===== src/rtl/instr_encoder.sv =====
// instr_encoder: packs decoded RISC-V instruction fields (R/I/S/B/J formats)
// into 32-bit words and writes them to consecutive instruction-memory
// addresses. It is used to load a program before the core leaves reset.
// Each instruction takes three cycles: accept (IDLE), encode (ENC) and
// write (WR).
// The optional macro INSTR_ENC_CHECK_EN changes how unsupported opcodes are
// handled. When it is defined, an unsupported opcode is replaced by a nop and
// the sticky enc_err flag is raised. When it is undefined, the raw fields are
// packed in R-format layout and the enc_err port does not exist.
module instr_encoder #(
    parameter int ADDR_W = 6
) (
    input  logic              clk,
    input  logic              arst_n,
    input  logic              in_valid,
    output logic              in_ready,
    input  logic [6:0]        in_opcode,
    input  logic [4:0]        in_rd,
    input  logic [4:0]        in_rs1,
    input  logic [4:0]        in_rs2,
    input  logic [2:0]        in_funct3,
    input  logic [6:0]        in_funct7,
    input  logic [20:0]       in_imm,
    input  logic              in_last,
    input  logic              clear,
    output logic              imem_we,
    output logic [ADDR_W-1:0] imem_addr,
    output logic [31:0]       imem_wdata,
    output logic              busy,
    output logic              done,
`ifdef INSTR_ENC_CHECK_EN
    output logic              enc_err,
`endif
    output logic [ADDR_W:0]   count
);

    localparam logic [6:0] OP_R      = 7'b0110011;
    localparam logic [6:0] OP_ALUI   = 7'b0010011;
    localparam logic [6:0] OP_LOAD   = 7'b0000011;
    localparam logic [6:0] OP_STORE  = 7'b0100011;
    localparam logic [6:0] OP_BRANCH = 7'b1100011;
    localparam logic [6:0] OP_JAL    = 7'b1101111;
    localparam logic [31:0] NOP_WORD = 32'h0000_0013;

    typedef enum logic [1:0] {
        ST_IDLE = 2'd0,
        ST_ENC  = 2'd1,
        ST_WR   = 2'd2,
        ST_DONE = 2'd3
    } state_t;

    state_t              state_r;
    logic [6:0]          op_r;
    logic [4:0]          rd_r;
    logic [4:0]          rs1_r;
    logic [4:0]          rs2_r;
    logic [2:0]          f3_r;
    logic [6:0]          f7_r;
    logic [20:0]         imm_r;
    logic                last_r;
    logic [ADDR_W-1:0]   ptr_r;
    logic                imem_we_r;
    logic [31:0]         enc_word_s;
`ifdef INSTR_ENC_CHECK_EN
    logic                illegal_s;
`endif

    // True for the opcodes this encoder knows how to pack.
    function automatic logic is_supported(input logic [6:0] op);
        logic ok;
        case (op)
            OP_R, OP_ALUI, OP_LOAD, OP_STORE, OP_BRANCH, OP_JAL: ok = 1'b1;
            default:                                            ok = 1'b0;
        endcase
        return ok;
    endfunction

    // Pack the latched fields into the instruction format selected by opcode.
    function automatic logic [31:0] encode(
        input logic [6:0]  op,
        input logic [4:0]  rd,
        input logic [4:0]  rs1,
        input logic [4:0]  rs2,
        input logic [2:0]  f3,
        input logic [6:0]  f7,
        input logic [20:0] imm
    );
        logic [31:0] w;
        case (op)
            OP_R:             w = {f7, rs2, rs1, f3, rd, op};
            OP_ALUI, OP_LOAD: w = {imm[11:0], rs1, f3, rd, op};
            OP_STORE:         w = {imm[11:5], rs2, rs1, f3, imm[4:0], op};
            OP_BRANCH:        w = {imm[12], imm[10:5], rs2, rs1, f3,
                                   imm[4:1], imm[11], op};
            OP_JAL:           w = {imm[20], imm[10:1], imm[11], imm[19:12],
                                   rd, op};
`ifdef INSTR_ENC_CHECK_EN
            default:          w = NOP_WORD;
`else
            default:          w = {f7, rs2, rs1, f3, rd, op};
`endif
        endcase
        return w;
    endfunction

    // Encoded word for the instruction currently held in the field latches.
    always_comb begin
        enc_word_s = encode(op_r, rd_r, rs1_r, rs2_r, f3_r, f7_r, imm_r);
    end

`ifdef INSTR_ENC_CHECK_EN
    // Flag the held instruction as one the encoder cannot represent.
    always_comb begin
        if (is_supported(op_r)) begin
            illegal_s = 1'b0;
        end else begin
            illegal_s = 1'b1;
        end
    end
`endif

    // The block is ready only in IDLE and never while reset is held. The write
    // strobe is masked by reset so that an instruction caught in WR is dropped.
    assign in_ready = (state_r == ST_IDLE) & arst_n;
    assign imem_we  = imem_we_r & arst_n;

    // Sequencer: accept -> encode -> write, then either idle or done.
    always_ff @(posedge clk) begin
        if (!arst_n) begin
            state_r    <= ST_IDLE;
            op_r       <= 7'd0;
            rd_r       <= 5'd0;
            rs1_r      <= 5'd0;
            rs2_r      <= 5'd0;
            f3_r       <= 3'd0;
            f7_r       <= 7'd0;
            imm_r      <= 21'd0;
            last_r     <= 1'b0;
            ptr_r      <= '0;
            imem_we_r  <= 1'b0;
            imem_addr  <= '0;
            imem_wdata <= 32'd0;
            busy       <= 1'b0;
            done       <= 1'b0;
            count      <= '0;
`ifdef INSTR_ENC_CHECK_EN
            enc_err    <= 1'b0;
`endif
        end else begin
            case (state_r)
                ST_IDLE: begin
                    if (in_valid) begin
                        op_r    <= in_opcode;
                        rd_r    <= in_rd;
                        rs1_r   <= in_rs1;
                        rs2_r   <= in_rs2;
                        f3_r    <= in_funct3;
                        f7_r    <= in_funct7;
                        imm_r   <= in_imm;
                        last_r  <= in_last;
                        busy    <= 1'b1;
                        state_r <= ST_ENC;
                    end else begin
                        state_r <= ST_IDLE;
                    end
                end
                ST_ENC: begin
                    imem_wdata <= enc_word_s;
                    imem_addr  <= ptr_r;
                    imem_we_r  <= 1'b1;
`ifdef INSTR_ENC_CHECK_EN
                    if (illegal_s) begin
                        enc_err <= 1'b1;
                    end else begin
                        enc_err <= enc_err;
                    end
`endif
                    state_r    <= ST_WR;
                end
                ST_WR: begin
                    imem_we_r <= 1'b0;
                    ptr_r     <= ptr_r + ADDR_W'(1);
                    count     <= count + (ADDR_W+1)'(1);
                    busy      <= 1'b0;
                    // The top address ends the load so the pointer never wraps.
                    if (last_r || (ptr_r == {ADDR_W{1'b1}})) begin
                        done    <= 1'b1;
                        state_r <= ST_DONE;
                    end else begin
                        state_r <= ST_IDLE;
                    end
                end
                ST_DONE: begin
                    if (clear) begin
                        ptr_r   <= '0;
                        count   <= '0;
                        done    <= 1'b0;
`ifdef INSTR_ENC_CHECK_EN
                        enc_err <= 1'b0;
`endif
                        state_r <= ST_IDLE;
                    end else begin
                        state_r <= ST_DONE;
                    end
                end
                default: begin
                    state_r <= ST_IDLE;
                end
            endcase
        end
    end

endmodule


===== config.mk =====
export PLATFORM = sky130hd
export DESIGN_NAME = instr_encoder
export DESIGN_NICKNAME = d
export VERILOG_FILES = /design/src/rtl/instr_encoder.sv
export SDC_FILE = /design/constraint.sdc
export NUM_CORES = 1
export LEC_CHECK = 0
export CAP_MARGIN = 20
export CORE_MARGIN = 2
export CORE_UTILIZATION = 35
export DETAILED_ROUTE_END_ITERATION = 8
export PLACE_DENSITY = 0.67
export SLEW_MARGIN = 10
export SYNTH_ARGS = -nofsm -noshare
export SYNTH_HDL_FRONTEND = slang
export SYNTH_SLANG_ARGS = --single-unit

===== constraint.sdc =====
create_clock -name clk -period 2.5 [get_ports clk]
set_input_delay 0.625 -clock clk [delete_from_list [all_inputs] [get_ports clk]]
set_output_delay 0.625 -clock clk [all_outputs]
set_load 0.03 [all_outputs]

## Yosys cells after proc, flatten, opt, wreduce, memory -nomap -nowiden

Cells that the tools add are included.

| cells by class | value |
|---|---|
| $add $sub $neg | 2 |
| equal/unequal tests | 12 |
| muxes and demuxes | 15 |
| bitwise gates (word level) | 2 |
| reductions and logical operators | 10 |

Operators with widths:

| kind | number |
|---|---|
| one-hot mux 32 bit (4 select lines) | 1 |
| == test 7 bit, second input constant | 2 |
| one-hot mux 7 bit (2 select lines) | 1 |
| one-hot mux 6 bit (2 select lines) | 1 |
| one-hot mux 2 bit (4 select lines) | 1 |
| adder 7 x 1 -> 7 bit, second input constant | 1 |
| == test 7 x 2 -> 1 bit, second input constant | 1 |
| == test 7 x 5 -> 1 bit, second input constant | 1 |
| == test 7 x 6 -> 1 bit, second input constant | 1 |
| 2-to-1 mux 7 bit | 1 |
| adder 6 x 1 -> 6 bit, second input constant | 1 |
| == test 6 bit, second input constant | 1 |
| 2-to-1 mux 6 bit | 1 |
| != test 2 bit, second input constant | 3 |
| one-hot mux 1 bit (2 select lines) | 3 |
| AND reduction 2 bit | 3 |
| nonzero test 2 bit | 3 |
| == test 2 bit, second input constant | 2 |
| 2-to-1 mux 1 bit | 4 |
| 2-to-1 mux 2 bit | 2 |
| AND reduction 3 bit | 1 |
| bitwise AND 1 bit | 2 |
| == test 2 x 1 -> 1 bit, second input constant | 1 |
| logical NOT 2 bit | 1 |
| other kinds (2) | 2 |

| storage, ports and cells | value |
|---|---|
| register bits after elaboration | 110 |
| input port bits | 58 |
| output and inout port bits | 49 |
| logic and storage cells | 57 |

## Depth between registers and ports, before layout

Gate-level depths: netlist of run 1.

| depth | value |
|---|---|
| depth in word-level cells | 4 |
| gate-level depth with buffers | 7 |
| gate-level depth less buffers | 6 |

## Worst setup path after synthesis of run 1

OpenSTA, ideal clock, no wires.

| path | value |
|---|---|
| kind | input to output |
| from | input arst_n |
| to | output in_ready |
| arrival time | 1.785 ns |
| data required time | 1.875 ns |
| path slack | 0.090 ns |
| stages | 5 |
| buffers on the path | 3 |
| path through | clkbuf_1 > inv_2 > clkbuf_1 > clkbuf_1 > nor2_1 |

| on the way | value |
|---|---|
| cells in the longest elaborated chain, start to end | 1 |

Ends and longest elaborated chain:

| element | line | RTL |
|---|---|---|
| from (decl) | 14 | `input logic arst_n,` |
| bitwise AND 1 bit | 124 | `assign in_ready = (state_r == ST_IDLE) & arst_n;` |
| to (decl) | 16 | `output logic in_ready,` |

Every way passes these cells.

## Worst setup path in the final report of run 1

| path | value |
|---|---|
| from | register count[3] |
| to | output count[3] |

RTL lines:

| element | line | RTL |
|---|---|---|
| from (decl) | 34 | `output logic [ADDR_W:0] count` |
| from (signal assigned) | 183 | `count <= count + (ADDR_W+1)'(1);` |

No word-level cell between the ends.

==> impl_metrics.json, run 1 <==
{
  "status": "finished, final reports clean",
  "crit_type": "register to primary output",
  "postCtsHoldBufs": 0,
  "first_pass_iters": 4,
  "die-area_um2": 13340,
  "row_count": 40,
  "grt_pass1_vias": 3790,
  "post-route-period-util": 0.8333,
  "initialDrtViolationCount": 243,
  "vias": 3930,
  "leakagePower_nw": 2.137,
  "critPathArrivalTime_ns": 1.46,
  "synth.area.mux_share": 0.04487,
  "clk_pin_slew_worst_paths_ns": 0.08,
  "relSlewSlack": 0.4824,
  "finalCriticalPeriod_ns": 2.083,
  "async_flop_share": 0,
  "fillers": 1175,
  "powerDensity_nw_per_um2": 759.7,
  "worstPathCellList": "clkdlybuf4s50_1",
  "tightest_slew_ns": 0.7764,
  "drive_gt1_frac": 0.05618,
  "worstPathRequired_ns": 1.88,
  "synth_area_per_cell_um2": 8.239,
  "cts_buffers": 9,
  "critPathTopFamily": "buffers and inverters",
  "routed_wl_mm": 11.54,
  "netlist_area_um2": 4350,
  "start_util": 0.3607,
  "rsz0062_at_grt": "no",
  "viasPerCell": 4.968,
  "syn_nets": 592,
  "synthSimpleGateAreaFrac": 0.2134,
  "yosysSeqAreaShare": 0.5062,
  "final_hold_viol_count": 0,
  "fin_nets": 682,
  "finalInstanceArea_um2": 5883,
  "ys_types": 35,
  "core-area_um2": 12060,
  "multi_input_area_um2": 1997,
  "fp.dieH_um": 115.5,
  "die_w_um": 115.5,
  "grt_use_total": 0.1755,
  "syn2layout_area_growth_pct": 35.23,
  "cts_sinks": 110,
  "cp.buffers_inverters": 1,
  "cts_buffer_depth": 2,
  "worst_setup_path_start_kind": "register",
  "min_path_type": "register to register",
  "hpwl_mm": 8.266,
  "ir_drop_uv": 348.8,
  "n_antenna_cell": 0,
  "placed_area_um2": 5574,
  "critPathMaxStageDelay_ns": 0.70,
  "cts_resized": 0,
  "synthAdderAreaFrac": 0.01726,
  "synth_cells": 528,
  "drc": 0,
  "synth_top_area_frac": 0.5062,
  "maxCapViolCount": 0,
  "synth_ff_type": "dfxtp_1",
  "clk_latency_ns": 0.35,
  "root_buffer": "clkbuf_16",
  "cp_max_fo": 4,
  "ys_warn_count": 0,
  "fmaxAchievable_mhz": 480.0,
  "gr-usage-met2": 0.3135,
  "synth-compound-area-share": 0.1659,
  "postRouteAntennaNets": 0,
  "setup_tns_ns": 0,
  "synth_top_cell_by_area": "dfxtp_1",
  "critPathCaptureType": "primary output",
  "synth_top_family_by_area": "simple AND/OR/NAND/NOR gates",
  "top_usage_layer": "met2",
  "setup-violations-final": 0,
  "antenna_found_initial": 0,
  "place.gp.congestion": 0.8294,
  "grt_pass1_wl_mm": 18.53,
  "final_max_slew_viol_count": 0,
  "fin_skew_ns": 0.01158,
  "grtUsageMet3": 0.04236,
  "synth_edf_count": 0,
  "port_buffers": 106,
  "grt-ovfl-total": 0,
  "avgRoutedWirePerCell_um": 14.59,
  "synthXorXnorAreaFrac": 0.01611,
  "cp_slowest_cell": "clkdlybuf4s50_1",
  "regArea_um2": 2202,
  "grtUsageMet1": 0.2165,
  "htree_levels": 3,
  "ys_seq_elements": 110,
  "ys_top_cells_by_area": "dfxtp_1 51%, nand2_1 12%, a21oi_1 6.9%",
  "cts_tree": "yes",
  "ioPinCount": 107,
  "post-cts-setup-buffer-count": 0,
  "grt_max_degree": 79
}
## through the flow
step	util	setup WS, ns	instances	power, mW	hold WS [ns]
final	0.4878	0.4167	791	4.469	0.4607
after global routing	0.4878	0.3563	791	4.672	0.4779
after CTS	0.4878	0.4123	791	4.494	0.4593
after detailed placement	0.4621	0.3683	775	3.039	0.4483
after global placement	0.4621	0.4396	775	3.018	0.4449
after floorplan	-	0.09034	528	2.623	0.4321
## cell usage after synthesis (2+ instances only)
| cell | n |
|---|---|
| a211oi_1 | 7 |
| a21oi_1 | 60 |
| a22oi_1 | 2 |
| a31oi_1 | 24 |
| and2_1 | 4 |
| and3_1 | 4 |
| and3_2 | 2 |
| buf_2 | 3 |
| clkbuf_1 | 30 |
| dfxtp_1 | 110 |
| ha_1 | 6 |
| inv_1 | 4 |
| mux2i_1 | 18 |
| nand2_1 | 141 |
| nand2b_1 | 3 |
| nand3_1 | 14 |
| nand4_1 | 6 |
| nor2_1 | 34 |
| o21ai_0 | 31 |
| o21ai_1 | 2 |
| or3_1 | 2 |
| xor2_1 | 8 |
## area by class of cell
| cell class | instances | share of cell area |
|---|---|---|
| flip-flops and latches | 110 | 0.3743 |
| multi-input cells | 379 | 0.3394 |
| repair buffers | 113 | 0.1948 |
| clock buffers | 11 | 0.04126 |
| well taps | 168 | 0.03573 |
| clock inverters | 5 | 0.01127 |
| inverters | 5 | 0.003190 |
## worst paths after layout
check / startpoint / endpoint / slack (ns) / depth (start not counted)
worst max register to register: op_r[1]$_SDFFE_PN0P_ / imem_wdata[21]$_SDFFE_PN0N_ / 0.71 / 4
worst max-delay path: count[3]$_SDFFE_PN0P_ / count[3] / 0.42 / 1
worst min register to register: imm_r[14]$_SDFFE_PN0P_ / imm_r[14]$_SDFFE_PN0P_ / 0.46 / 2
worst min-delay path: imm_r[14]$_SDFFE_PN0P_ / imm_r[14]$_SDFFE_PN0P_ / 0.46 / 2
## sequential cells by signal, indices dropped and copies added (netlist names), 5 cells and up
name / flops
imem_addr: 6
rs1_r: 5
imem_wdata: 32
ptr_r: 6
op_r: 7
f7_r: 7
count: 7
imm_r: 21
rs2_r: 5
rd_r: 5
## where the power goes
group          switching [mW]  internal [mW]  total, mW
logic                   0.552          0.404      0.957
clock network           0.654          0.818       1.47
registers               0.122           1.92       2.04
## per-layer routing
layer / share of wire / up-vias
met4: 0.0041 / 0
met2: 0.50 / 123
met3: 0.061 / 4
met5: 0 / -
met1: 0.43 / 1825
li1: - / 1978
## cells by family after synthesis
family / Yosys count
compound gates: 130
simple gates: 216
mux: 19
xor+xnor: 8
fa+ha+maj: 6
buf+inv: 39
flops: 110
## layout by cell type (no fill, tap or decap), drive strengths merged
| cell type | count |
|---|---|
| nand2 | 141 |
| dfxtp | 110 |
| clkdlybuf4s50 | 104 |
| a21oi | 60 |
| nor2 | 34 |
| o21ai | 33 |
| a31oi | 24 |
| mux2i | 18 |
| nand3 | 14 |
| clkbuf | 11 |
| buf | 9 |
| xor2 | 8 |
| a211oi | 8 |
| nand4 | 7 |
| inv | 7 |
| ha | 6 |
| and3 | 6 |
| and2 | 4 |
| nand2b | 3 |
| a22oi | 2 |
| or3 | 2 |
| mux2 | 1 |
| nor2b | 1 |
| and2b | 1 |
| nor4b | 1 |
| nor4 | 1 |
| a211o | 1 |
| a311o | 1 |
| nor3 | 1 |
| o21a | 1 |
| bufinv | 1 |
| clkinvlp | 1 |
| clkinv | 1 |
Power figures use the tool's default switching activity.
==> run 2: changes to the inputs <==
==> constraint.sdc (replaced) <==
create_clock -name clk -period 1.99 [get_ports clk]
set_input_delay 0.4975 -clock clk [delete_from_list [all_inputs] [get_ports clk]]
set_output_delay 0.4975 -clock clk [all_outputs]
set_load 0.03 [all_outputs]
==> run 2 against run 1 <==
- cell count rose by 0.38%
- count of clock-buffer cells in the layout fell by 1
- hold slack worse by 0.0077 ns
- total power up 23%
- die area stayed put
- first-iteration DRC count increased by 23%
- wire length grew 1.6%
- critical path type unchanged
- clock skew is 0.00072 ns lower
- cell area up 0.19%
==> impl_metrics.json, run 2 (same netlist as run 1, synthesis figures left out) <==
{
  "ff2ff_path_depth": 7,
  "cts_resized": 0,
  "critPathCaptureType": "primary output",
  "ioPinCount": 107,
  "hpwl_mm": 8.290,
  "grt_use_total": 0.1798,
  "worstHoldStart": "imm_r[20]$_SDFFE_PN0P_",
  "final_hold_viol_count": 0,
  "syn2layout_area_growth_pct": 35.49,
  "clk_latency_ns": 0.35,
  "critPathTopFamily": "buffers and inverters",
  "crit_type": "register to primary output",
  "ir_drop_uv": 459.6,
  "maxCapViolCount": 0,
  "critPathMaxStageDelay_ns": 0.70,
  "place_ws_ns": 0.08573,
  "htree_levels": 3,
  "fmaxAchievable_mhz": 513.4,
  "r2r-end": "ptr_r[4]$_SDFFE_PN0P_",
  "place.gp.congestion": 0.8362,
  "crit_start": "count[0]$_SDFFE_PN0P_",
  "seq_power_share": 0.465,
  "worst_setup_path_start_kind": "register",
  "hold_path_depth": 2,
  "initialDrtViolationCount": 299,
  "setup_tns_ns": 0,
  "fin_util": 0.4887,
  "cp.buffers_inverters": 1,
  "relSlewSlack": 0.6628,
  "cts_buffers": 9,
  "fin_skew_ns": 0.01086,
  "fin_hold_ws_ns": 0.4529,
  "clk_pin_slew_worst_paths_ns": 0.08,
  "final_max_slew_viol_count": 0,
  "post-cts-setup-buffer-count": 0,
  "power_switching_mw": 1.716,
  "cts_buffer_depth": 2,
  "grt_pass1_wl_mm": 18.85,
  "min_path_type": "register to register",
  "top_register": "imem_wdata",
  "drc": 0,
  "core-area_um2": 12060,
  "p_int_mw": 3.797,
  "drive_gt1_frac": 0.06230,
  "critPathArrivalTime_ns": 1.45,
  "pwr-share-comb": 0.221,
  "cp_max_fo": 5,
  "setup-violations-final": 0,
  "cts_tree": "yes",
  "n_antenna_cell": 0,
  "grt_max_degree": 79,
  "avgRoutedWirePerCell_um": 14.76,
  "post-route-period-util": 0.9787,
  "r2r_slack_ns": 0.30,
  "layout_commonest_cell": "nand2_1",
  "port_buffers": 106,
  "start_util": 0.3607,
  "row_count": 40,
  "vias": 3964,
  "multi_input_area_um2": 2004,
  "worstPathRequired_ns": 1.49,
  "largest_reg_flops": 32,
  "fillers": 1166,
  "finalCriticalPeriod_ns": 1.948,
  "grt_pass1_vias": 3867,
  "tightest_slew_ns": 0.5016,
  "die-area_um2": 13340,
  "switching_share": 0.3113,
  "timing.rr.start": "state_r[0]$_SDFF_PN0_",
  "first_pass_iters": 5,
  "hold_path_end": "imm_r[20]$_SDFFE_PN0P_",
  "setup_slack_ns": 0.04237,
  "fp.dieH_um": 115.5,
  "postCtsHoldBufs": 0,
  "cts_sinks": 110,
  "routed_wl_mm": 11.72,
  "root_buffer": "clkbuf_16",
  "cp_slowest_cell": "clkdlybuf4s50_1",
  "rsz0062_at_grt": "no",
  "viasPerCell": 4.992,
  "fin_nets": 685,
  "final_cell_mix": "140 x nand2_1, 110 x dfxtp_1, 102 x clkdlybuf4s50_1",
  "leakagePower_nw": 2.185,
  "postRouteAntennaNets": 0,
  "reg_top3": "imem_wdata x32, imm_r x21",
  "grt-ovfl-total": 0,
  "p_clk_frac": 0.315,
  "powerDensity_nw_per_um2": 935.3,
  "status": "finished, final reports clean",
  "regArea_um2": 2202,
  "die_w_um": 115.5,
  "antenna_found_initial": 0,
  "cp.depth": 1,
  "worstPathCellList": "clkdlybuf4s50_1"
}
==> run 2: how the worst max path moves through the flow <==
| stage | end | slack [ns] |
|---|---|---|
| floorplan | in_ready | 0.08 |
| global placement | count[6]$_SDFFE_PN0P_ | 0.12 |
| detailed placement | count[6]$_SDFFE_PN0P_ | 0.09 |
| CTS | count[3] | 0.02 |
| global route | count[0] | 0.005 |
| finish | count[0] | 0.04 |
==> run 2: per-layer routing <==
metal	vias to the layer above	global-route usage	share of wire
met1	1866	0.2242	0.45
li1	1978	-	-
met5	-	0	0
met2	107	0.3060	0.48
met3	13	0.04916	0.056
met4	0	0.05060	0.015
==> run 2: per-stage QoR <==
| stage | power, mW | area, µm² | std cells |
|---|---|---|---|
| 3_3_place_gp | 3.799 | 5604 | 778 |
| 4_1_cts | 5.548 | 5889 | 794 |
| 3_5_place_dp | 3.829 | 5604 | 778 |
| 2_1_floorplan | 3.301 | 4359 | 528 |
| 6_report | 5.513 | 5894 | 794 |
| 5_1_grt | 5.771 | 5894 | 794 |
==> run 2: area by class of cell <==
type,instances,area share
Inverter,5,0.003184
Clock inverter,6,0.009552
Clock buffer,10,0.03885
Multi-Input combinational cell,379,0.3401
Tap cell,168,0.03566
Sequential cell,110,0.3736
Timing Repair Buffer,116,0.1991
==> run 2: worst reg2reg max path, cell delays in order (launching register included) <==
cell and delay [ns]:
dfxtp_1 0.39, inv_1 0.09, ha_1 0.30, mux2_4 0.31
buf_4 0.17, nand4_1 0.10, xor2_1 0.17, nor2_1 0.06
==> run 2: power groups by stage <==
stage	registers (mW)	logic, mW	clock network, mW
2_1_floorplan	2.74	0.564	0
3_3_place_gp	2.60	1.19	0
3_5_place_dp	2.61	1.22	0
4_1_cts	2.56	1.23	1.76
5_1_grt	2.59	1.34	1.85
6_report	2.56	1.22	1.73
